`src/rtl/pulse_capture_pkg.sv`:
```
// Shared definitions for the pulse capture buffer: register map, STATUS bit
// positions, CTRL bit positions and the AXI-Lite write/read FSM encodings.
package pulse_capture_pkg;

  // Register map (byte addresses on the 4-bit AXI-Lite address bus).
  localparam logic [3:0] ADDR_CTRL      = 4'h0;
  localparam logic [3:0] ADDR_STATUS    = 4'h4;
  localparam logic [3:0] ADDR_DATA      = 4'h8;
  localparam logic [3:0] ADDR_OVF_COUNT = 4'hC;

  // CTRL bits. CLEAR is a pulse: it acts on the write and never reads back.
  localparam int CTRL_ARM_BIT   = 0;
  localparam int CTRL_CLEAR_BIT = 1;

  // STATUS layout: {FULL, EMPTY, OVF, ARMED, 15'b0, COUNT[12:0]}.
  localparam int STAT_FULL_BIT  = 31;
  localparam int STAT_EMPTY_BIT = 30;
  localparam int STAT_OVF_BIT   = 29;
  localparam int STAT_ARMED_BIT = 28;
  localparam int STAT_COUNT_W   = 13;

  // DATA read word: sample byte plus a flag saying an entry was really popped.
  localparam int DATA_VALID_BIT = 8;

  typedef enum logic [1:0] {
    WRRESET = 2'd0,
    WRIDLE  = 2'd1,
    WRDATA  = 2'd2,
    WRRESP  = 2'd3
  } wr_state_t;

  // RDWAIT is only visited when the read data path carries an extra stage.
  typedef enum logic [1:0] {
    RDRESET = 2'd0,
    RDIDLE  = 2'd1,
    RDWAIT  = 2'd2,
    RDDATA  = 2'd3
  } rd_state_t;

  // Expand a 4-bit byte strobe into a 32-bit bit mask.
  function automatic logic [31:0] strb_mask(input logic [3:0] strb);
    logic [31:0] mask;
    for (int b = 0; b < 4; b++) begin
      mask[b*8 +: 8] = {8{strb[b]}};
    end
    return mask;
  endfunction

endpackage

```
`src/rtl/pulse_capture_buffer_if.sv`:
```
// Bus bundle for the pulse capture buffer: the AV-ST sample stream from the
// pulse generator and the AXI-Lite control/readout port. The master modport
// is the side driving requests (bus master + upstream source); slave is the
// capture block.
interface pulse_capture_buffer_if;

  // AV-ST sample stream
  logic        S_AVST_VALID;
  logic [7:0]  S_AVST_DATA;
  logic        S_AVST_READY;

  // AXI-Lite write address / data / response
  logic [3:0]  S_AXI_AWADDR;
  logic [2:0]  S_AXI_AWPROT;
  logic        S_AXI_AWVALID;
  logic        S_AXI_AWREADY;
  logic [31:0] S_AXI_WDATA;
  logic [3:0]  S_AXI_WSTRB;
  logic        S_AXI_WVALID;
  logic        S_AXI_WREADY;
  logic [1:0]  S_AXI_BRESP;
  logic        S_AXI_BVALID;
  logic        S_AXI_BREADY;

  // AXI-Lite read address / data
  logic [3:0]  S_AXI_ARADDR;
  logic [2:0]  S_AXI_ARPROT;
  logic        S_AXI_ARVALID;
  logic        S_AXI_ARREADY;
  logic [31:0] S_AXI_RDATA;
  logic [1:0]  S_AXI_RRESP;
  logic        S_AXI_RVALID;
  logic        S_AXI_RREADY;

  modport master (
    output S_AVST_VALID, S_AVST_DATA,
    input  S_AVST_READY,
    output S_AXI_AWADDR, S_AXI_AWPROT, S_AXI_AWVALID,
    input  S_AXI_AWREADY,
    output S_AXI_WDATA, S_AXI_WSTRB, S_AXI_WVALID,
    input  S_AXI_WREADY,
    input  S_AXI_BRESP, S_AXI_BVALID,
    output S_AXI_BREADY,
    output S_AXI_ARADDR, S_AXI_ARPROT, S_AXI_ARVALID,
    input  S_AXI_ARREADY,
    input  S_AXI_RDATA, S_AXI_RRESP, S_AXI_RVALID,
    output S_AXI_RREADY
  );

  modport slave (
    input  S_AVST_VALID, S_AVST_DATA,
    output S_AVST_READY,
    input  S_AXI_AWADDR, S_AXI_AWPROT, S_AXI_AWVALID,
    output S_AXI_AWREADY,
    input  S_AXI_WDATA, S_AXI_WSTRB, S_AXI_WVALID,
    output S_AXI_WREADY,
    output S_AXI_BRESP, S_AXI_BVALID,
    input  S_AXI_BREADY,
    input  S_AXI_ARADDR, S_AXI_ARPROT, S_AXI_ARVALID,
    output S_AXI_ARREADY,
    output S_AXI_RDATA, S_AXI_RRESP, S_AXI_RVALID,
    input  S_AXI_RREADY
  );

endinterface

```
`src/rtl/capture_fifo.sv`:
```
// Capture storage: circular buffer of DEPTH entries with log2(DEPTH)-bit
// pointers, an occupancy counter that tops out at DEPTH, and a synchronous
// read port whose output register loads the head entry on each pop.
// CLEAR empties the buffer in one cycle and overrides push/pop.
module capture_fifo #(
  parameter int DEPTH = 256,
  parameter int WIDTH = 8
) (
  input  logic                     i_clk,
  input  logic                     i_rst_n,
  input  logic                     i_push,
  input  logic                     i_pop,
  input  logic                     i_clear,
  input  logic [WIDTH-1:0]         i_data,
  output logic [WIDTH-1:0]         o_q,
  output logic                     o_full,
  output logic                     o_empty,
  output logic [$clog2(DEPTH):0]   o_count
);

  localparam int AW = $clog2(DEPTH);
  localparam int CW = AW + 1;

  logic [WIDTH-1:0] r_mem [DEPTH];
  logic [AW-1:0]    r_wr_ptr;
  logic [AW-1:0]    r_rd_ptr;
  logic [CW-1:0]    r_count;
  logic [WIDTH-1:0] r_q;
  logic             w_full;
  logic             w_empty;
  logic             w_push;
  logic             w_pop;

  assign w_full  = (r_count == CW'(DEPTH));
  assign w_empty = (r_count == '0);
  // A pop frees the slot the same cycle, so a push into a full buffer is
  // accepted when it coincides with a pop. CLEAR overrides both.
  assign w_pop   = i_pop  & ~w_empty & ~i_clear;
  assign w_push  = i_push & (~w_full | w_pop) & ~i_clear;

  // Pointer and occupancy bookkeeping; pointers wrap naturally at DEPTH.
  always_ff @(posedge i_clk) begin
    // NOTE: sequential state uses non-blocking assignments so every register
    // samples pre-edge values regardless of statement or block ordering.
    if (!i_rst_n || i_clear) begin
      r_wr_ptr <= '0;
      r_rd_ptr <= '0;
      r_count  <= '0;
    end else begin
      if (w_push) r_wr_ptr <= r_wr_ptr + AW'(1);
      if (w_pop)  r_rd_ptr <= r_rd_ptr + AW'(1);
      case ({w_push, w_pop})
        2'b10:   r_count <= r_count + CW'(1);
        2'b01:   r_count <= r_count - CW'(1);
        default: r_count <= r_count;
      endcase
    end
  end

  // Storage write and registered read of the head entry on pop.
  always_ff @(posedge i_clk) begin
    // NOTE: the array and its read register are deliberately left out of
    // reset; a reset term here would stop the array mapping onto block RAM,
    // and pointers/count already make stale contents unreachable.
    if (i_rst_n && w_push) r_mem[r_wr_ptr] <= i_data;
    if (i_rst_n && w_pop)  r_q <= r_mem[r_rd_ptr];
  end

  assign o_q     = r_q;
  assign o_full  = w_full;
  assign o_empty = w_empty;
  assign o_count = r_count;

endmodule

```
`src/rtl/pulse_capture_buffer.sv`:
```
// Pulse capture buffer top: accepts 8-bit samples on an AV-ST stream while
// armed, stores them in capture_fifo and exposes control, status and a
// pop-on-read DATA register over AXI-Lite.
// Build option: define PULSE_CAPTURE_OVF_COUNT_EN to add a 32-bit saturating
// dropped-beat counter at OVF_COUNT (0xC); otherwise 0xC reads zero.
module pulse_capture_buffer
  import pulse_capture_pkg::*;
#(
  parameter int DEPTH         = 256,
  parameter int PIPELINE_READ = 1
) (
  input  logic                   S_AXI_ACLK,
  input  logic                   S_AXI_ARESETN,
  pulse_capture_buffer_if.slave  bus
);

  localparam int CW = $clog2(DEPTH) + 1;

  wr_state_t     r_wr_state;
  wr_state_t     w_wr_state_next;
  rd_state_t     r_rd_state;
  rd_state_t     w_rd_state_next;

  logic [3:0]    r_wr_addr;
  logic [3:0]    r_rd_addr;
  logic          r_armed;
  logic          r_ovf;
  logic          r_avst_ready;
  logic          r_rd_popped;
  logic [31:0]   r_rd_snap;

  logic          w_aw_hs;
  logic          w_w_hs;
  logic          w_ar_hs;
  logic          w_ctrl_wr;
  logic          w_clear;
  logic          w_push;
  logic          w_pop;
  logic          w_drop;
  logic          w_full;
  logic          w_empty;
  logic [CW-1:0] w_count;
  logic [7:0]    w_fifo_q;
  logic [31:0]   w_wdata_masked;
  logic [31:0]   w_status;
  logic [31:0]   w_reg_value;
  logic [31:0]   w_rdata_now;
  logic [31:0]   w_rdata_out;
  logic [31:0]   w_ovf_count_rd;
  logic          w_unused_ok;

  // ---------------------------------------------------------------------------
  // AXI-Lite write path
  // ---------------------------------------------------------------------------
  assign w_aw_hs = (r_wr_state == WRIDLE) & bus.S_AXI_AWVALID;
  assign w_w_hs  = (r_wr_state == WRDATA) & bus.S_AXI_WVALID;

  // Write FSM state register.
  always_ff @(posedge S_AXI_ACLK) begin
    if (!S_AXI_ARESETN) r_wr_state <= WRRESET;
    else                r_wr_state <= w_wr_state_next;
  end

  // Write FSM next-state: address, then data, then response.
  always_comb begin
    // NOTE: default assignment first so every path assigns the output and no
    // latch is inferred for combinational signals.
    w_wr_state_next = r_wr_state;
    case (r_wr_state)
      WRRESET: w_wr_state_next = WRIDLE;
      WRIDLE:  if (bus.S_AXI_AWVALID) w_wr_state_next = WRDATA;
      WRDATA:  if (bus.S_AXI_WVALID)  w_wr_state_next = WRRESP;
      WRRESP:  if (bus.S_AXI_BREADY)  w_wr_state_next = WRIDLE;
      default: w_wr_state_next = WRRESET;
    endcase
  end

  // Latch the write address at the AW handshake.
  always_ff @(posedge S_AXI_ACLK) begin
    if (!S_AXI_ARESETN) r_wr_addr <= '0;
    else if (w_aw_hs)   r_wr_addr <= bus.S_AXI_AWADDR;
  end

  assign w_wdata_masked = bus.S_AXI_WDATA & strb_mask(bus.S_AXI_WSTRB);
  assign w_ctrl_wr      = w_w_hs & (r_wr_addr == ADDR_CTRL) & bus.S_AXI_WSTRB[0];
  assign w_clear        = w_ctrl_wr & w_wdata_masked[CTRL_CLEAR_BIT];

  // ARM follows the last CTRL write; CLEAR never touches it.
  always_ff @(posedge S_AXI_ACLK) begin
    if (!S_AXI_ARESETN) r_armed <= 1'b0;
    else if (w_ctrl_wr) r_armed <= w_wdata_masked[CTRL_ARM_BIT];
  end

  assign bus.S_AXI_AWREADY = (r_wr_state == WRIDLE);
  assign bus.S_AXI_WREADY  = (r_wr_state == WRDATA);
  assign bus.S_AXI_BVALID  = (r_wr_state == WRRESP);
  assign bus.S_AXI_BRESP   = 2'b00;

  // ---------------------------------------------------------------------------
  // Sample capture
  // ---------------------------------------------------------------------------
  assign w_push = bus.S_AVST_VALID & r_armed & (~w_full | w_pop);
  assign w_drop = bus.S_AVST_VALID & r_armed & w_full & ~w_pop;

  capture_fifo #(
    .DEPTH (DEPTH),
    .WIDTH (8)
  ) u_fifo (
    .i_clk   (S_AXI_ACLK),
    .i_rst_n (S_AXI_ARESETN),
    .i_push  (w_push),
    .i_pop   (w_pop),
    .i_clear (w_clear),
    .i_data  (bus.S_AVST_DATA),
    .o_q     (w_fifo_q),
    .o_full  (w_full),
    .o_empty (w_empty),
    .o_count (w_count)
  );

  // Sticky overflow: set by a dropped beat, cleared only by CLEAR or reset.
  always_ff @(posedge S_AXI_ACLK) begin
    if (!S_AXI_ARESETN || w_clear) r_ovf <= 1'b0;
    else if (w_drop)               r_ovf <= 1'b1;
  end

  // Registered capture-ready to the pulse generator.
  always_ff @(posedge S_AXI_ACLK) begin
    if (!S_AXI_ARESETN) r_avst_ready <= 1'b0;
    else                r_avst_ready <= r_armed & ~w_full;
  end

  assign bus.S_AVST_READY = r_avst_ready;

`ifdef PULSE_CAPTURE_OVF_COUNT_EN
  logic [31:0] r_ovf_count;

  // Dropped-beat counter, saturating at all-ones.
  always_ff @(posedge S_AXI_ACLK) begin
    if (!S_AXI_ARESETN || w_clear)        r_ovf_count <= '0;
    else if (w_drop && r_ovf_count != '1) r_ovf_count <= r_ovf_count + 32'd1;
  end

  assign w_ovf_count_rd = r_ovf_count;
`else
  assign w_ovf_count_rd = '0;
`endif

  // ---------------------------------------------------------------------------
  // AXI-Lite read path
  // ---------------------------------------------------------------------------
  assign w_ar_hs = (r_rd_state == RDIDLE) & bus.S_AXI_ARVALID;
  // DATA pops at the AR handshake; an empty buffer or a same-cycle CLEAR
  // means nothing is popped and the read returns zero.
  assign w_pop   = w_ar_hs & (bus.S_AXI_ARADDR == ADDR_DATA) & ~w_empty & ~w_clear;

  // Read FSM state register.
  always_ff @(posedge S_AXI_ACLK) begin
    if (!S_AXI_ARESETN) r_rd_state <= RDRESET;
    else                r_rd_state <= w_rd_state_next;
  end

  // Read FSM next-state: optional wait stage, then hold data until accepted.
  always_comb begin
    w_rd_state_next = r_rd_state;
    case (r_rd_state)
      RDRESET: w_rd_state_next = RDIDLE;
      RDIDLE:  if (bus.S_AXI_ARVALID)
                 w_rd_state_next = (PIPELINE_READ != 0) ? RDWAIT : RDDATA;
      RDWAIT:  w_rd_state_next = RDDATA;
      RDDATA:  if (bus.S_AXI_RREADY) w_rd_state_next = RDIDLE;
      default: w_rd_state_next = RDRESET;
    endcase
  end

  // STATUS word assembled from live state.
  always_comb begin
    w_status                       = '0;
    w_status[STAT_FULL_BIT]        = w_full;
    w_status[STAT_EMPTY_BIT]       = w_empty;
    w_status[STAT_OVF_BIT]         = r_ovf;
    w_status[STAT_ARMED_BIT]       = r_armed;
    w_status[STAT_COUNT_W-1:0]     = STAT_COUNT_W'(w_count);
  end

  // Register read mux for everything except the popped DATA byte.
  always_comb begin
    w_reg_value = '0;
    case (bus.S_AXI_ARADDR)
      ADDR_CTRL:      w_reg_value[CTRL_ARM_BIT] = r_armed;
      ADDR_STATUS:    w_reg_value = w_status;
      ADDR_OVF_COUNT: w_reg_value = w_ovf_count_rd;
      default:        w_reg_value = '0;
    endcase
  end

  // Snapshot address, register value and pop outcome at the AR handshake so
  // RDATA stays stable for the whole data phase.
  always_ff @(posedge S_AXI_ACLK) begin
    if (!S_AXI_ARESETN) begin
      r_rd_addr   <= '0;
      r_rd_snap   <= '0;
      r_rd_popped <= 1'b0;
    end else if (w_ar_hs) begin
      r_rd_addr   <= bus.S_AXI_ARADDR;
      r_rd_snap   <= w_reg_value;
      r_rd_popped <= w_pop;
    end
  end

  // The FIFO read register holds the popped byte until the next pop.
  always_comb begin
    w_rdata_now = r_rd_snap;
    if (r_rd_addr == ADDR_DATA) begin
      w_rdata_now = '0;
      if (r_rd_popped) begin
        w_rdata_now[7:0]            = w_fifo_q;
        w_rdata_now[DATA_VALID_BIT] = 1'b1;
      end
    end
  end

  if (PIPELINE_READ != 0) begin : g_rd_pipe
    logic [31:0] r_rdata_pipe;

    // Extra read stage: capture the composed word one cycle after AR.
    always_ff @(posedge S_AXI_ACLK) begin
      if (!S_AXI_ARESETN)              r_rdata_pipe <= '0;
      else if (r_rd_state == RDWAIT)   r_rdata_pipe <= w_rdata_now;
    end

    assign w_rdata_out = r_rdata_pipe;
  end else begin : g_rd_direct
    assign w_rdata_out = w_rdata_now;
  end

  assign bus.S_AXI_ARREADY = (r_rd_state == RDIDLE);
  assign bus.S_AXI_RVALID  = (r_rd_state == RDDATA);
  assign bus.S_AXI_RDATA   = w_rdata_out;
  assign bus.S_AXI_RRESP   = 2'b00;

  // Protection bits and the upper write-data bytes carry no meaning here.
  assign w_unused_ok = ^{bus.S_AXI_AWPROT, bus.S_AXI_ARPROT, w_wdata_masked[31:2]};

endmodule

```
`src/flat_wrapper.sv`:
```
// flat-port wrapper written by rule: the top's interface ports become plain ports
module pulse_capture_buffer_flat import pulse_capture_pkg::*;
#(
  parameter int DEPTH         = 256,
  parameter int PIPELINE_READ = 1
)
  (S_AXI_ACLK, S_AXI_ARESETN, bus_S_AVST_VALID, bus_S_AVST_DATA, bus_S_AVST_READY, bus_S_AXI_AWADDR, bus_S_AXI_AWPROT, bus_S_AXI_AWVALID, bus_S_AXI_AWREADY, bus_S_AXI_WDATA, bus_S_AXI_WSTRB, bus_S_AXI_WVALID, bus_S_AXI_WREADY, bus_S_AXI_BRESP, bus_S_AXI_BVALID, bus_S_AXI_BREADY, bus_S_AXI_ARADDR, bus_S_AXI_ARPROT, bus_S_AXI_ARVALID, bus_S_AXI_ARREADY, bus_S_AXI_RDATA, bus_S_AXI_RRESP, bus_S_AXI_RVALID, bus_S_AXI_RREADY);
  pulse_capture_buffer_if bus_i ();
  input  logic S_AXI_ACLK;
  input  logic S_AXI_ARESETN;
  input wire logic [$bits(bus_i.S_AVST_VALID)-1:0] bus_S_AVST_VALID;
  input wire logic [$bits(bus_i.S_AVST_DATA)-1:0] bus_S_AVST_DATA;
  output wire logic [$bits(bus_i.S_AVST_READY)-1:0] bus_S_AVST_READY;
  input wire logic [$bits(bus_i.S_AXI_AWADDR)-1:0] bus_S_AXI_AWADDR;
  input wire logic [$bits(bus_i.S_AXI_AWPROT)-1:0] bus_S_AXI_AWPROT;
  input wire logic [$bits(bus_i.S_AXI_AWVALID)-1:0] bus_S_AXI_AWVALID;
  output wire logic [$bits(bus_i.S_AXI_AWREADY)-1:0] bus_S_AXI_AWREADY;
  input wire logic [$bits(bus_i.S_AXI_WDATA)-1:0] bus_S_AXI_WDATA;
  input wire logic [$bits(bus_i.S_AXI_WSTRB)-1:0] bus_S_AXI_WSTRB;
  input wire logic [$bits(bus_i.S_AXI_WVALID)-1:0] bus_S_AXI_WVALID;
  output wire logic [$bits(bus_i.S_AXI_WREADY)-1:0] bus_S_AXI_WREADY;
  output wire logic [$bits(bus_i.S_AXI_BRESP)-1:0] bus_S_AXI_BRESP;
  output wire logic [$bits(bus_i.S_AXI_BVALID)-1:0] bus_S_AXI_BVALID;
  input wire logic [$bits(bus_i.S_AXI_BREADY)-1:0] bus_S_AXI_BREADY;
  input wire logic [$bits(bus_i.S_AXI_ARADDR)-1:0] bus_S_AXI_ARADDR;
  input wire logic [$bits(bus_i.S_AXI_ARPROT)-1:0] bus_S_AXI_ARPROT;
  input wire logic [$bits(bus_i.S_AXI_ARVALID)-1:0] bus_S_AXI_ARVALID;
  output wire logic [$bits(bus_i.S_AXI_ARREADY)-1:0] bus_S_AXI_ARREADY;
  output wire logic [$bits(bus_i.S_AXI_RDATA)-1:0] bus_S_AXI_RDATA;
  output wire logic [$bits(bus_i.S_AXI_RRESP)-1:0] bus_S_AXI_RRESP;
  output wire logic [$bits(bus_i.S_AXI_RVALID)-1:0] bus_S_AXI_RVALID;
  input wire logic [$bits(bus_i.S_AXI_RREADY)-1:0] bus_S_AXI_RREADY;
  assign bus_i.S_AVST_VALID = bus_S_AVST_VALID;
  assign bus_i.S_AVST_DATA = bus_S_AVST_DATA;
  assign bus_S_AVST_READY = bus_i.S_AVST_READY;
  assign bus_i.S_AXI_AWADDR = bus_S_AXI_AWADDR;
  assign bus_i.S_AXI_AWPROT = bus_S_AXI_AWPROT;
  assign bus_i.S_AXI_AWVALID = bus_S_AXI_AWVALID;
  assign bus_S_AXI_AWREADY = bus_i.S_AXI_AWREADY;
  assign bus_i.S_AXI_WDATA = bus_S_AXI_WDATA;
  assign bus_i.S_AXI_WSTRB = bus_S_AXI_WSTRB;
  assign bus_i.S_AXI_WVALID = bus_S_AXI_WVALID;
  assign bus_S_AXI_WREADY = bus_i.S_AXI_WREADY;
  assign bus_S_AXI_BRESP = bus_i.S_AXI_BRESP;
  assign bus_S_AXI_BVALID = bus_i.S_AXI_BVALID;
  assign bus_i.S_AXI_BREADY = bus_S_AXI_BREADY;
  assign bus_i.S_AXI_ARADDR = bus_S_AXI_ARADDR;
  assign bus_i.S_AXI_ARPROT = bus_S_AXI_ARPROT;
  assign bus_i.S_AXI_ARVALID = bus_S_AXI_ARVALID;
  assign bus_S_AXI_ARREADY = bus_i.S_AXI_ARREADY;
  assign bus_S_AXI_RDATA = bus_i.S_AXI_RDATA;
  assign bus_S_AXI_RRESP = bus_i.S_AXI_RRESP;
  assign bus_S_AXI_RVALID = bus_i.S_AXI_RVALID;
  assign bus_i.S_AXI_RREADY = bus_S_AXI_RREADY;
  pulse_capture_buffer #(.DEPTH(DEPTH), .PIPELINE_READ(PIPELINE_READ)) u_core (.S_AXI_ACLK(S_AXI_ACLK), .S_AXI_ARESETN(S_AXI_ARESETN), .bus(bus_i));
endmodule
```
`config.mk`:
```
export PLATFORM = sky130hd
export DESIGN_NAME = pulse_capture_buffer_flat
export DESIGN_NICKNAME = d
export VERILOG_FILES = /design/src/rtl/pulse_capture_pkg.sv /design/src/rtl/pulse_capture_buffer_if.sv /design/src/rtl/capture_fifo.sv /design/src/rtl/pulse_capture_buffer.sv /design/src/flat_wrapper.sv
export SDC_FILE = /design/constraint.sdc
export NUM_CORES = 2
export LEC_CHECK = 0
export CORE_MARGIN = 5
export CORE_UTILIZATION = 30
export DETAILED_ROUTE_END_ITERATION = 10
export PLACE_DENSITY_LB_ADDON = 0.15
export SLEW_MARGIN = 20
export SYNTH_ARGS = -nofsm -noshare
export SYNTH_HDL_FRONTEND = slang
export SYNTH_HIERARCHICAL = 1
export SYNTH_SLANG_ARGS = --single-unit
```
`constraint.sdc`:
```
create_clock -name S_AXI_ACLK -period 11.9 [get_ports S_AXI_ACLK]
set_input_delay 2.38 -clock S_AXI_ACLK [delete_from_list [all_inputs] [get_ports S_AXI_ACLK]]
set_output_delay 2.38 -clock S_AXI_ACLK [all_outputs]
set_load 0.05 [all_outputs]
```
==> flow_results.org <==
** Routing
- Remaining design rule violation count :: 0
- Post-DRT Antenna Nets :: 0
- Summed over all layers, the routed wires come to 248700 um.
- The detailed router finished its first iteration with 3955 violations.
- Routed wire length per instance :: 30.49 um
- Post-detailed-route via-to-cell ratio :: 5.062
- Across all layers, the routed design uses 41280 vias.
- Number of detailed-routing iterations run before antenna repair :: 5

** Global routing
- Global routing used 17.02% of the available tracks across all layers.
- The first global-routing pass estimated 344100 um of wire.
- Number of antenna violations at the first check in global routing :: 20
- Total grt overflow :: 0
- Entering global routing, the biggest net connects 117 pins.
- Vias in the first global route :: 42240

** Placed design
- Number of port buffers :: 45
- Summed over all nets, the half-perimeter wirelength after detailed placement is 145400 um.
- The congestion estimate from routability-driven global placement came to 0.7552.
- Area after DPL :: 87640 um^2

** Timing
- For the pin with the worst max-slew slack, the measured transition is 1139 ps.
- Max-slew headroom :: 23.10%
- Setup repair after global routing missed its margin :: no
- After routing, the total negative slack on setup checks comes to 0 ps.
- Final setup skew :: 44.68 ps
- Min Tclk post-route :: 6878 ps
- Hold is met by 468.7 ps.
- Final-report setup violation count :: 0
- Highest achievable clock rate :: 145.4 MHz
- Max-slew violation total from the final report :: 0
- The final hold violation count was 0.
- Of the available clock period, the critical path in the final layout requires 57.80%.

** Setup path
- Cell type of the slowest stage on the worst timing path :: sky130_fd_sc_hd__nor2_1
- In this run the worst setup path terminates at u_core/u_fifo/r_mem[249][0].
- The worst setup path is launched from an input port.
- Worst-path fanout max :: 16
- Setup slack on the worst reg-to-reg path comes out at 6270 ps.
- The signal on the critical path passes through clkdlybuf4s50_1, nand4bb_4, or4b_4, or2_4, a21oi_2, nand2b_1, a41oi_1, buf_4, nand3_1, nor2_1, nand3_1, nor2_1.
- Counting cells, the worst reg-to-reg path comes to 8.
- Launch point of the worst reg-to-reg path :: u_core/u_fifo/r_rd_ptr[2]
- STA classifies the critical path endpoint as a flop.
- Timing startpoint of the critical path :: bus_S_AXI_ARVALID
- Longest individual stage delay on the worst path :: 940 ps
- Data on the critical path arrives at its endpoint at 7350 ps.
- Crit path kind :: in -> reg
- At the worst endpoint, the required time is 12370 ps.
- The endpoint identified for the worst register-to-register timing path is u_core/u_fifo/o_q[0].

** Clock tree
- For this design, the sink count on the clock tree is 2123.
- TritonCTS created 229 clock buffers.
- The tree is rooted in a sky130_fd_sc_hd__clkbuf_16.
- Once the clock tree was built, the setup fixing pass inserted 0 buffers.
- No sink is reached through more buffers than the 3 on the longest clock path.
- Clock latency on the worst-skew pair :: 850 ps
- TritonCTS clock tree :: built
- Clock transition at path regs :: 60 ps
- The number of hold buffers added after CTS was 0.
- # H-tree levels :: 4
- Number of cells upsized or downsized after cts :: 0

** Logic synthesis
- Yosys synthesis warning count :: 6
- In this run the mean area of a mapped cell was 20.14 um^2.
- Number of enable-type register cells in the synthesized netlist :: 2056
- Cells after Synth :: 4118
- Among all cell types in the netlist, the one instantiated most often is sky130_fd_sc_hd__edfxtp_1.
- The commonest cells after synthesis are sky130_fd_sc_hd__edfxtp_1 (2056), sky130_fd_sc_hd__mux4_2 (459), sky130_fd_sc_hd__nor2_1 (314).
- Async S/R FF share, synth :: 0%
- Top flip-flop cell by instance count after synthesis :: sky130_fd_sc_hd__edfxtp_1
- Ranked by total cell area, the synthesized netlist is headed by sky130_fd_sc_hd__edfxtp_1 (74%), sky130_fd_sc_hd__mux4_2 (12%), sky130_fd_sc_hd__mux2i_1 (2.0%), sky130_fd_sc_hd__dfxtp_1 (1.6%), sky130_fd_sc_hd__nor2_1 (1.4%).
- Sequential cells were found to cover 76.06% of the synthesized design area.
- The synthesized netlist occupies a cell area of 82940 um^2.
- After synthesis the netlist holds a flip-flop and latch count of 2123.
- Synth cell types :: 79
- The share of synthesized area in the top cell type comes to 74.44%.
- Yosys top cell by area :: sky130_fd_sc_hd__edfxtp_1

** Die
- The initialized floorplan defines 193 standard-cell rows.
- For this configuration, the core starts out at a cell density of 30.07%.
- The die covers 287100 um^2.
- Pin placement for this block handled 108 I/O pins.
- Core region area :: 275800 um^2
- The die is 535.8 um wide.
- The die is 535.8 um tall.

** Cells and area
- The sequential cells in the finished layout cover a total of 63100 um^2.
- Nets@finish :: 4334
- Post-synthesis to final-layout area growth :: 14.46%
- Fillcell total :: 26120
- Multi-input gate area :: 18480 um^2
- Final Instance Area :: 94930 um^2
- In the final layout, the share of cells above drive strength 1 is 21.42%.

** Outcome
- Status :: finished clean

** Flow run
- Max-cap violations in this run came to 0.

** Power
- Areal power density over the cells :: 162.3 nW/um^2
- The worst-case IR drop observed on VDD is 0.1234 mV.
- Leakage dissipation :: 0.02823 uW

** Worst hold path
- In this run the worst hold path is classified as reg -> reg.
[metal layers]
| metal | global-route usage, % | part of all wire [%] | up-vias |
|---|---|---|---|
| li1 | - | - | 17250 |
| met3 | 3.087 | 6.1 | 301 |
| met2 | 27.88 | 48 | 1220 |
| met5 | 0 | 0.0048 | - |
| met4 | 3.778 | 2.1 | 2 |
| met1 | 23.70 | 43 | 22510 |
[power breakdown]
part	switching, uW	internal, uW	leakage, uW
combinational	233	54.2	0.00566
clock	2960	3940	0.00355
sequential	11.0	8200	0.0190
[flip-flops by register name (all words and copies together) (netlist names)]
signal,cells
u_core/r_wr_state,2
u_core/r_rd_addr,4
u_core/r_rd_state,2
u_core/bus.S_AVST_READY,1
u_core/r_wr_addr,4
u_core/r_armed,1
u_core/u_fifo/o_q,8
u_core/r_rd_snap,13
u_core/u_fifo/r_wr_ptr,8
u_core/u_fifo/r_mem,2048
u_core/r_ovf,1
u_core/u_fifo/r_rd_ptr,8
u_core/bus.S_AXI_RDATA,13
u_core/r_rd_popped,1
u_core/u_fifo/o_count,9
[cell families (layout without fill, tap and decap cells)]
logic type | count (synthesis) | after routing | synth area share, %
flip-flops | 2123 | 2123 | 76.06
other | 1 | 30 | 0.004522
buffers and inverters | 299 | 603 | 1.985
AO/OA/AOI/OAI | 436 | 436 | 3.677
XOR/XNOR | 17 | 17 | 0.1795
AND/OR/NAND/NOR | 577 | 577 | 3.044
multiplexers | 644 | 644 | 14.72
adder cells (fa/ha/maj) | 21 | 21 | 0.3259
[cell type report]
type / count / share of cell area [%]
flip-flops and latches: 2123 / 66.47
multi-input cells: 1718 / 19.47
clock buffers: 290 / 6.390
well taps: 3705 / 4.883
repair buffers: 148 / 1.397
clock inverters: 138 / 1.261
inverters: 27 / 0.1120
diodes: 7 / 0.01845
[worst min path at each step]
| stage | from | end | slack [ps] | cells after the start |
|---|---|---|---|---|
| detailed placement | u_core/r_wr_addr[3] | u_core/r_wr_addr[3] | 470 | 2 |
| finish | u_core/r_wr_addr[3] | u_core/r_wr_addr[3] | 470 | 2 |
| global placement | u_core/r_wr_addr[3] | u_core/r_wr_addr[3] | 460 | 2 |
| global route | u_core/bus.S_AXI_RDATA[29] | u_core/bus.S_AXI_RDATA[29] | 500 | 2 |
| floorplan | u_core/r_wr_addr[3] | u_core/r_wr_addr[3] | 440 | 2 |
| CTS | u_core/r_wr_addr[3] | u_core/r_wr_addr[3] | 480 | 2 |
[worst max-delay path, delay by kind of cell]
kind,cells,cell delay [ps]
and+or+nand+nor,8,3660
buffers and inverters,2,860
AOI/OAI and AO/OA,2,430
[layout by cell type (no fill, tap or decap), drive strengths merged, types with 81 or more instances in the layout]
master	instances
a22oi	88
clkbuf	290
edfxtp	2056
nor2	314
nand2	113
mux2i	167
mux4	459
clkinv	114
buf	111
a21oi	81
[metrics by stage]
stage          std cells  util (%)  power (uW)  setup WS [ps]
2_1_floorplan       4140         -        8486           5818
3_3_place_gp        7721     31.78        8659           4296
3_5_place_dp        7721     31.78        8668           4297
4_1_cts             8149     34.41       15610           5232
5_1_grt             8151     34.42       15940           4963
6_report            8156     34.42       15410           5022
Power figures use the tool's default switching activity.
